--- config.mk ---
export PLATFORM = sky130hd
export DESIGN_NAME = store_aligner_flat
export DESIGN_NICKNAME = d
export VERILOG_FILES = /design/src/rtl/store_aligner_if.sv /design/src/rtl/store_aligner.sv /design/src/flat_wrapper.sv
export SDC_FILE = /design/constraint.sdc
export NUM_CORES = 1
export LEC_CHECK = 0
export BUFFER_PORTS_ARGS = -buffer_cell sky130_fd_sc_hd__buf_2
export CORE_MARGIN = 2
export CORE_UTILIZATION = 55
export DETAILED_ROUTE_END_ITERATION = 8
export PLACE_DENSITY = 0.82
export SLEW_MARGIN = 40
export SYNTH_ARGS = -nofsm -noshare
export SYNTH_HDL_FRONTEND = slang
export SYNTH_SLANG_ARGS = --single-unit
--- constraint.sdc ---
create_clock -name clk -period 2.95 [get_ports clk]
set_input_delay 0.1475 -clock clk [delete_from_list [all_inputs] [get_ports clk]]
set_output_delay 0.1475 -clock clk [all_outputs]
set_load 0.05 [all_outputs]
--- src/rtl/store_aligner_if.sv ---
// Store aligner bus bundle: store request stream in, memory write beats out.
// master = EX/MEM producer plus memory; slave = store_aligner.
interface store_aligner_if #(
    parameter int ADDR_W = 32
);
    logic              req_valid;
    logic              req_ready;
    logic [2:0]        req_fun_3;
    logic [ADDR_W-1:0] req_addr;
    logic [31:0]       req_data;

    logic              mem_valid;
    logic              mem_ready;
    logic [ADDR_W-1:0] mem_addr;
    logic [31:0]       mem_wdata;
    logic [3:0]        mem_wstrb;

    modport master (
        output req_valid, req_fun_3, req_addr, req_data, mem_ready,
        input  req_ready, mem_valid, mem_addr, mem_wdata, mem_wstrb
    );

    modport slave (
        input  req_valid, req_fun_3, req_addr, req_data, mem_ready,
        output req_ready, mem_valid, mem_addr, mem_wdata, mem_wstrb
    );
endinterface

--- src/rtl/store_aligner.sv ---
// MEM-stage store aligner: lane-shifts sb/sh/sw data, builds byte strobes,
// splits word-crossing stores into two beats.
// Ports: clk, rst_n (async low), bus (store_aligner_if.slave),
//        busy (not idle), err (1-cycle pulse on illegal funct3 accept).
module store_aligner #(
    parameter int ADDR_W = 32
) (
    input  logic            clk,
    input  logic            rst_n,
    store_aligner_if.slave  bus,
    output logic            busy,
    output logic            err
);

    typedef enum logic [1:0] {
        IDLE,
        BEAT0,
        BEAT1
    } state_t;

    state_t state, state_d;

    logic [1:0]  off_q;
    logic [3:0]  mask_q;
    logic [31:0] data_q;
    logic        split_q;

    logic [1:0]  off_in;
    logic [3:0]  mask_in;
    logic [7:0]  strb_wide;
    logic        split_in;
    logic        legal;

    logic        fire;
    logic        last;
    logic        accept;
    logic        load_req;
    logic        load_hi;

    logic [5:0]  hi_shift;
    logic [2:0]  hi_lane;

    assign off_in = bus.req_addr[1:0];

    always_comb begin
        mask_in = 4'b0000;
        legal   = 1'b0;
        unique case (1'b1)
            (bus.req_fun_3 == 3'b000): begin
                mask_in = 4'b0001;
                legal   = 1'b1;
            end
            (bus.req_fun_3 == 3'b001): begin
                mask_in = 4'b0011;
                legal   = 1'b1;
            end
            (bus.req_fun_3 == 3'b010): begin
                mask_in = 4'b1111;
                legal   = 1'b1;
            end
            default: ;
        endcase
    end

    // Strobes spilling into the upper nibble mean the store crosses
    // into the next word.
    assign strb_wide = {4'b0000, mask_in} << off_in;
    assign split_in  = |strb_wide[7:4];

    assign fire = bus.mem_valid && bus.mem_ready;
    assign last = (state == BEAT1) || ((state == BEAT0) && !split_q);

    assign bus.req_ready = (state == IDLE) || (fire && last);
    assign accept        = bus.req_valid && bus.req_ready;

    assign bus.mem_valid = (state != IDLE);
    assign busy          = (state != IDLE);

    assign hi_shift = 6'd32 - {1'b0, off_q, 3'b000};
    assign hi_lane  = 3'd4 - {1'b0, off_q};

    always_ff @(posedge clk or negedge rst_n) begin
        if (!rst_n) begin
            state <= IDLE;
        end else begin
            state <= state_d;
        end
    end

    always_comb begin
        state_d  = state;
        load_req = 1'b0;
        load_hi  = 1'b0;
        unique case (state)
            IDLE: begin
                if (accept && legal) begin
                    state_d  = BEAT0;
                    load_req = 1'b1;
                end
            end
            BEAT0, BEAT1: begin
                if (fire) begin
                    if (!last) begin
                        state_d = BEAT1;
                        load_hi = 1'b1;
                    end else if (accept && legal) begin
                        state_d  = BEAT0;
                        load_req = 1'b1;
                    end else begin
                        state_d = IDLE;
                    end
                end
            end
            default: state_d = IDLE;
        endcase
    end

    always_ff @(posedge clk or negedge rst_n) begin
        if (!rst_n) begin
            off_q         <= 2'b00;
            mask_q        <= 4'b0000;
            data_q        <= 32'h0;
            split_q       <= 1'b0;
            err           <= 1'b0;
            bus.mem_addr  <= '0;
            bus.mem_wdata <= 32'h0;
            bus.mem_wstrb <= 4'b0000;
        end else begin
            err <= accept && !legal;
            if (load_req) begin
                off_q         <= off_in;
                mask_q        <= mask_in;
                data_q        <= bus.req_data;
                split_q       <= split_in;
                bus.mem_addr  <= {bus.req_addr[ADDR_W-1:2], 2'b00};
                bus.mem_wdata <= bus.req_data << {off_in, 3'b000};
                bus.mem_wstrb <= strb_wide[3:0];
            end else if (load_hi) begin
                // Second beat carries the bytes that fell off the top.
                bus.mem_addr  <= bus.mem_addr + ADDR_W'(4);
                bus.mem_wdata <= data_q >> hi_shift;
                bus.mem_wstrb <= mask_q >> hi_lane;
            end
        end
    end

endmodule

--- src/flat_wrapper.sv ---
// flat-port wrapper written by rule: the top's interface ports become plain ports
module store_aligner_flat 
#(
    parameter int ADDR_W = 32
)
  (clk, rst_n, busy, err, bus_req_valid, bus_req_fun_3, bus_req_addr, bus_req_data, bus_mem_ready, bus_req_ready, bus_mem_valid, bus_mem_addr, bus_mem_wdata, bus_mem_wstrb);
  store_aligner_if #(.ADDR_W(ADDR_W)) bus_i ();
  input  logic clk;
  input  logic rst_n;
  output logic busy;
  output logic err;
  input wire logic [$bits(bus_i.req_valid)-1:0] bus_req_valid;
  input wire logic [$bits(bus_i.req_fun_3)-1:0] bus_req_fun_3;
  input wire logic [$bits(bus_i.req_addr)-1:0] bus_req_addr;
  input wire logic [$bits(bus_i.req_data)-1:0] bus_req_data;
  input wire logic [$bits(bus_i.mem_ready)-1:0] bus_mem_ready;
  output wire logic [$bits(bus_i.req_ready)-1:0] bus_req_ready;
  output wire logic [$bits(bus_i.mem_valid)-1:0] bus_mem_valid;
  output wire logic [$bits(bus_i.mem_addr)-1:0] bus_mem_addr;
  output wire logic [$bits(bus_i.mem_wdata)-1:0] bus_mem_wdata;
  output wire logic [$bits(bus_i.mem_wstrb)-1:0] bus_mem_wstrb;
  assign bus_i.req_valid = bus_req_valid;
  assign bus_i.req_fun_3 = bus_req_fun_3;
  assign bus_i.req_addr = bus_req_addr;
  assign bus_i.req_data = bus_req_data;
  assign bus_i.mem_ready = bus_mem_ready;
  assign bus_req_ready = bus_i.req_ready;
  assign bus_mem_valid = bus_i.mem_valid;
  assign bus_mem_addr = bus_i.mem_addr;
  assign bus_mem_wdata = bus_i.mem_wdata;
  assign bus_mem_wstrb = bus_i.mem_wstrb;
  store_aligner #(.ADDR_W(ADDR_W)) u_core (.clk(clk), .rst_n(rst_n), .bus(bus_i), .busy(busy), .err(err));
endmodule
==> run summary <==
PLACEMENT
------------------------------------------------------------------------------------------------------
Weighted congestion reported at the end of routability-driven placement                         0.9360
Number of I/O port buffers                                                                         140
HPWL after DPL                                                                                12.30 mm

CLOCKING
------------------------------------------------------------------------------------------------------
Total CTS buffers                                                                                    9
Post-CTS setup buffer count                                                                          0
Buffer levels on the longest clock path                                                              2
Clock tree from TritonCTS                                                                         done
H-tree levels                                                                                        3
Clock sink total                                                                                   107
Root Buffer Master                                                                        sky130_fd_sc_hd__clkbuf_8
Quantity of gates resized following cts                                                              0
Clock transition at the register clock pins on the worst setup and hold paths after CTS        0.10 ns
Clock latency on the worst-skew pair                                                           0.38 ns

PWR
------------------------------------------------------------------------------------------------------
Post-layout total power                                                                       8.475 mW
Leakage                                                                                       3.534 nW
Power density relative to cell area                                                       1121 nW/um^2
Peak VDD IR                                                                                0.0008159 V

SYNTHESIS
------------------------------------------------------------------------------------------------------
Dominant register cell in the synthesized netlist                                         sky130_fd_sc_hd__dfrtp_1
Post-synthesis average cell area                                                           8.750 sq um
Synthesized-area fraction occupied by adder cells                                               1.219%
Largest family of logic cells by synthesized area                                         simple AND/OR/NAND/NOR gates
Most numerous cell types in the synthesized netlist                                       sky130_fd_sc_hd__nand2_1 (153), sky130_fd_sc_hd__dfrtp_1 (107), sky130_fd_sc_hd__o21ai_0 (52)
Count of cell types in the netlist                                                                  65
Post-synth EDFFs                                                                                     0
Async set or reset register ratio after synthesis                                               100.0%
Post-synthesis compound-gate area fraction                                                      19.13%
Post-synthesis cell type with the largest combined area                                   sky130_fd_sc_hd__dfrtp_1
Combined area of all synthesized cells                                                      6160 sq um
Post-Synth Simple-Gate Area                                                                     23.22%
Post-synthesis cell count                                                                          704
Xor and xnor area share after synthesis                                                         1.706%
Multiplexer share of the synthesized area                                                       6.399%
Largest cells by area after synthesis                                                     sky130_fd_sc_hd__dfrtp_1 (43%), sky130_fd_sc_hd__nand2_1 (9.3%), sky130_fd_sc_hd__mux2i_1 (5.9%), sky130_fd_sc_hd__o21ai_0 (4.2%), sky130_fd_sc_hd__a21oi_1 (3.3%)
Register area share after synthesis                                                             43.47%
Yosys top cell area share                                                                       43.47%
Flop and latch count out of synthesis                                                              107
Library cell with the highest instance count after synthesis                              sky130_fd_sc_hd__nand2_1
Synth warnings                                                                                       0

GLOBAL ROUTE
------------------------------------------------------------------------------------------------------
Maximum number of pins on one net before global-route repair                                        82
Via count of the first global-routing pass                                                        5826
Number of antenna violations at the first check in global routing                                    0
Total global routing overflow                                                                        0
Total routing usage reported by global routing                                                  30.80%
First-pass GRT wire length                                                                    28.80 mm

STA
------------------------------------------------------------------------------------------------------
Number of hold-slack violations in the final timing report                                           0
Setup TNS                                                                                         0 ns
Unrepaired setup endpoints after global routing                                                     no
Time the final worst path needs with I/O delays and setup                                     2.614 ns
Highest achievable clock rate                                                                382.6 MHz
Final slew viol count                                                                                0
Relative slew slack                                                                             52.94%
Slew at the pin with the worst max-slew slack                                                0.7033 ns
Part of the cycle the worst path needs                                                          88.60%
Worst clock skew                                                                            0.01501 ns
Final number of setup-violating endpoints                                                            0

DRT
------------------------------------------------------------------------------------------------------
Average wire per cell in the routed design                                                18.30 microns
Routed wire length                                                                            18.32 mm
Via density per instance                                                                         6.108
Number of routed nets with antenna violations                                                        0
DRC violation count after routing                                                                    0
Detailed Routing Iterations Pass 1                                                                   5
Routed via count                                                                                  6114
Initial DRC Count                                                                                  637

CELLS AND AREA
------------------------------------------------------------------------------------------------------
Ant. Diodes                                                                                          0
Number of nets in the finished design                                                              933
Multi-input gate area                                                                       3207 sq um
Register area                                                                               2678 sq um
Number of fillers in the final layout                                                              874
Fraction of layout cells with a size suffix above 1                                             22.65%
Layout-stage area growth over the synthesis result                                              22.75%

SETUP PATH
------------------------------------------------------------------------------------------------------
Crit. End Element                                                                             register
Data required, critical path                                                                   3.28 ns
Biggest fanout along the worst timing path                                                          44
Critical path type                                                                          reg -> reg
CP Data Arrival Time                                                                           2.94 ns
R2r endpoint                                                                              u_core.bus.mem_addr[2]
Startpoint of the lowest-slack register-to-register path                                  u_core.state[0]
CP startpoint kind                                                                            register
Last element of the critical path                                                         u_core.bus.mem_addr[2]
Depth of the worst register-to-register path                                                         7
Worst setup path startpoint                                                               u_core.state[0]
FF-to-FF setup slack                                                                           0.34 ns

FLOORPLAN
------------------------------------------------------------------------------------------------------
Horiz. Die Dim                                                                            109.8 microns
Count of standard-cell rows                                                                         38
Effective utilization at floorplan                                                              56.57%
Area enclosed by the die boundary                                                          12060 sq um
Core Box Area                                                                              10890 sq um
Total I/O pin count                                                                                143
Height of the die                                                                         109.8 microns

OUTCOME
------------------------------------------------------------------------------------------------------
Run status                                                                                   completed

FLOW RUN
------------------------------------------------------------------------------------------------------
Number of max-cap violations                                                                         0

HOLD PATH
------------------------------------------------------------------------------------------------------
Worst min path class                                                                         in -> reg

==> kinds of logic (layout without fill, tap and decap cells) <==
| kind of cell | count (synthesis) | after routing |
|---|---|---|
| fa+ha+maj | 6 | 6 |
| compound gates | 181 | 181 |
| flops | 107 | 107 |
| other cells | 1 | 2 |
| mux | 39 | 39 |
| xor+xnor | 12 | 12 |
| simple gates | 288 | 288 |
| buf+inv | 70 | 226 |
==> power breakdown <==
part           switching [mW]  internal [mW]  total [mW]
clock                   0.501          0.442       0.943
combinational            3.32           1.38        4.70
sequential              0.688           2.15        2.83
total                    4.50           3.97        8.48
==> worst max-delay path, cell delays in order (launching register included) <==
cell                       delay (ns)
sky130_fd_sc_hd__dfrtp_1         0.40
sky130_fd_sc_hd__inv_1           0.09
sky130_fd_sc_hd__ha_1            0.41
sky130_fd_sc_hd__nand3b_4        0.12
sky130_fd_sc_hd__or3_2           0.52
sky130_fd_sc_hd__buf_4           0.32
sky130_fd_sc_hd__nand2_1         0.39
sky130_fd_sc_hd__o221a_2         0.27
==> per-layer routing <==
metal | global-route usage (%) | vias up | part of all wire [%]
li1 | - | 2816 | -
met1 | 37.69 | 2925 | 40
met2 | 55.13 | 327 | 51
met3 | 5.335 | 46 | 7.0
met4 | 9.403 | 0 | 2.8
met5 | 0 | - | 0
==> layout by cell type, fill, tap and decap left out, types with 11 or more instances in the layout <==
cell                            netlist  layout
sky130_fd_sc_hd__a211oi_1            16      16
sky130_fd_sc_hd__a21oi_1             40      39
sky130_fd_sc_hd__buf_2               14     139
sky130_fd_sc_hd__buf_4                4      16
sky130_fd_sc_hd__clkbuf_8             0      11
sky130_fd_sc_hd__dfrtp_1            107     107
sky130_fd_sc_hd__dlygate4sd3_1        0      36
sky130_fd_sc_hd__inv_1               16      16
sky130_fd_sc_hd__mux2i_1             36      36
sky130_fd_sc_hd__nand2_1            153     153
sky130_fd_sc_hd__nand3_1             30      30
sky130_fd_sc_hd__nor2_1              23      23
sky130_fd_sc_hd__nor2b_1             19      18
sky130_fd_sc_hd__nor3_1              14      14
sky130_fd_sc_hd__o21ai_0             52      52
==> repair_timing <==
item / CTS / global route
hold buffers: 36 / 0
setup endpoints to repair: 0 / 0
endpoints found under the hold margin: 91 / 0
==> area by class of cell <==
cell class | count | share of cell area (%)
tap | 140 | 2.317
clock buffer | 13 | 2.102
inverter | 16 | 0.7943
multi-input combinational | 528 | 42.41
timing repair buffer | 194 | 16.35
sequential | 107 | 35.41
clock inverter | 3 | 0.6123
==> worst min path at each step <==
| stage | from | to | cells past startpoint |
|---|---|---|---|
| final | bus_req_addr[24] | u_core.bus.mem_addr[24] | 3 |
| after global routing | bus_req_addr[26] | u_core.bus.mem_addr[26] | 2 |
| after CTS | bus_req_addr[24] | u_core.bus.mem_addr[24] | 3 |
| after detailed placement | rst_n | u_core.bus.mem_addr[8] | 1 |
| after global placement | rst_n | u_core.bus.mem_addr[6] | 1 |
| after floorplan | rst_n | u_core.bus.mem_addr[10] | 0 |
==> state kept, by name, indices dropped and copies added, names as in the netlist <==
register,count
u_core.state,2
u_core.split_q,1
u_core.bus.mem_wstrb,4
u_core.bus.mem_wdata,32
u_core.data_q,32
u_core.mask_q,3
u_core.off_q,2
u_core.bus.mem_addr,30
u_core.err,1
==> stage by stage <==
step	hold slack [ns]	setup slack, ns	instance area (sq um)	utilization (%)	std cells
2_1_floorplan	-0.1481	0.3767	6163	-	705
3_3_place_gp	0.2552	0.5291	6973	64.04	948
5_1_grt	0.005013	0.2249	7561	69.44	1001
3_5_place_dp	0.2660	0.4025	6973	64.04	948
6_report	0.005354	0.3362	7561	69.44	1001
4_1_cts	0.0004323	0.3737	7538	69.24	1000
(Power assumes the default switching activity.)
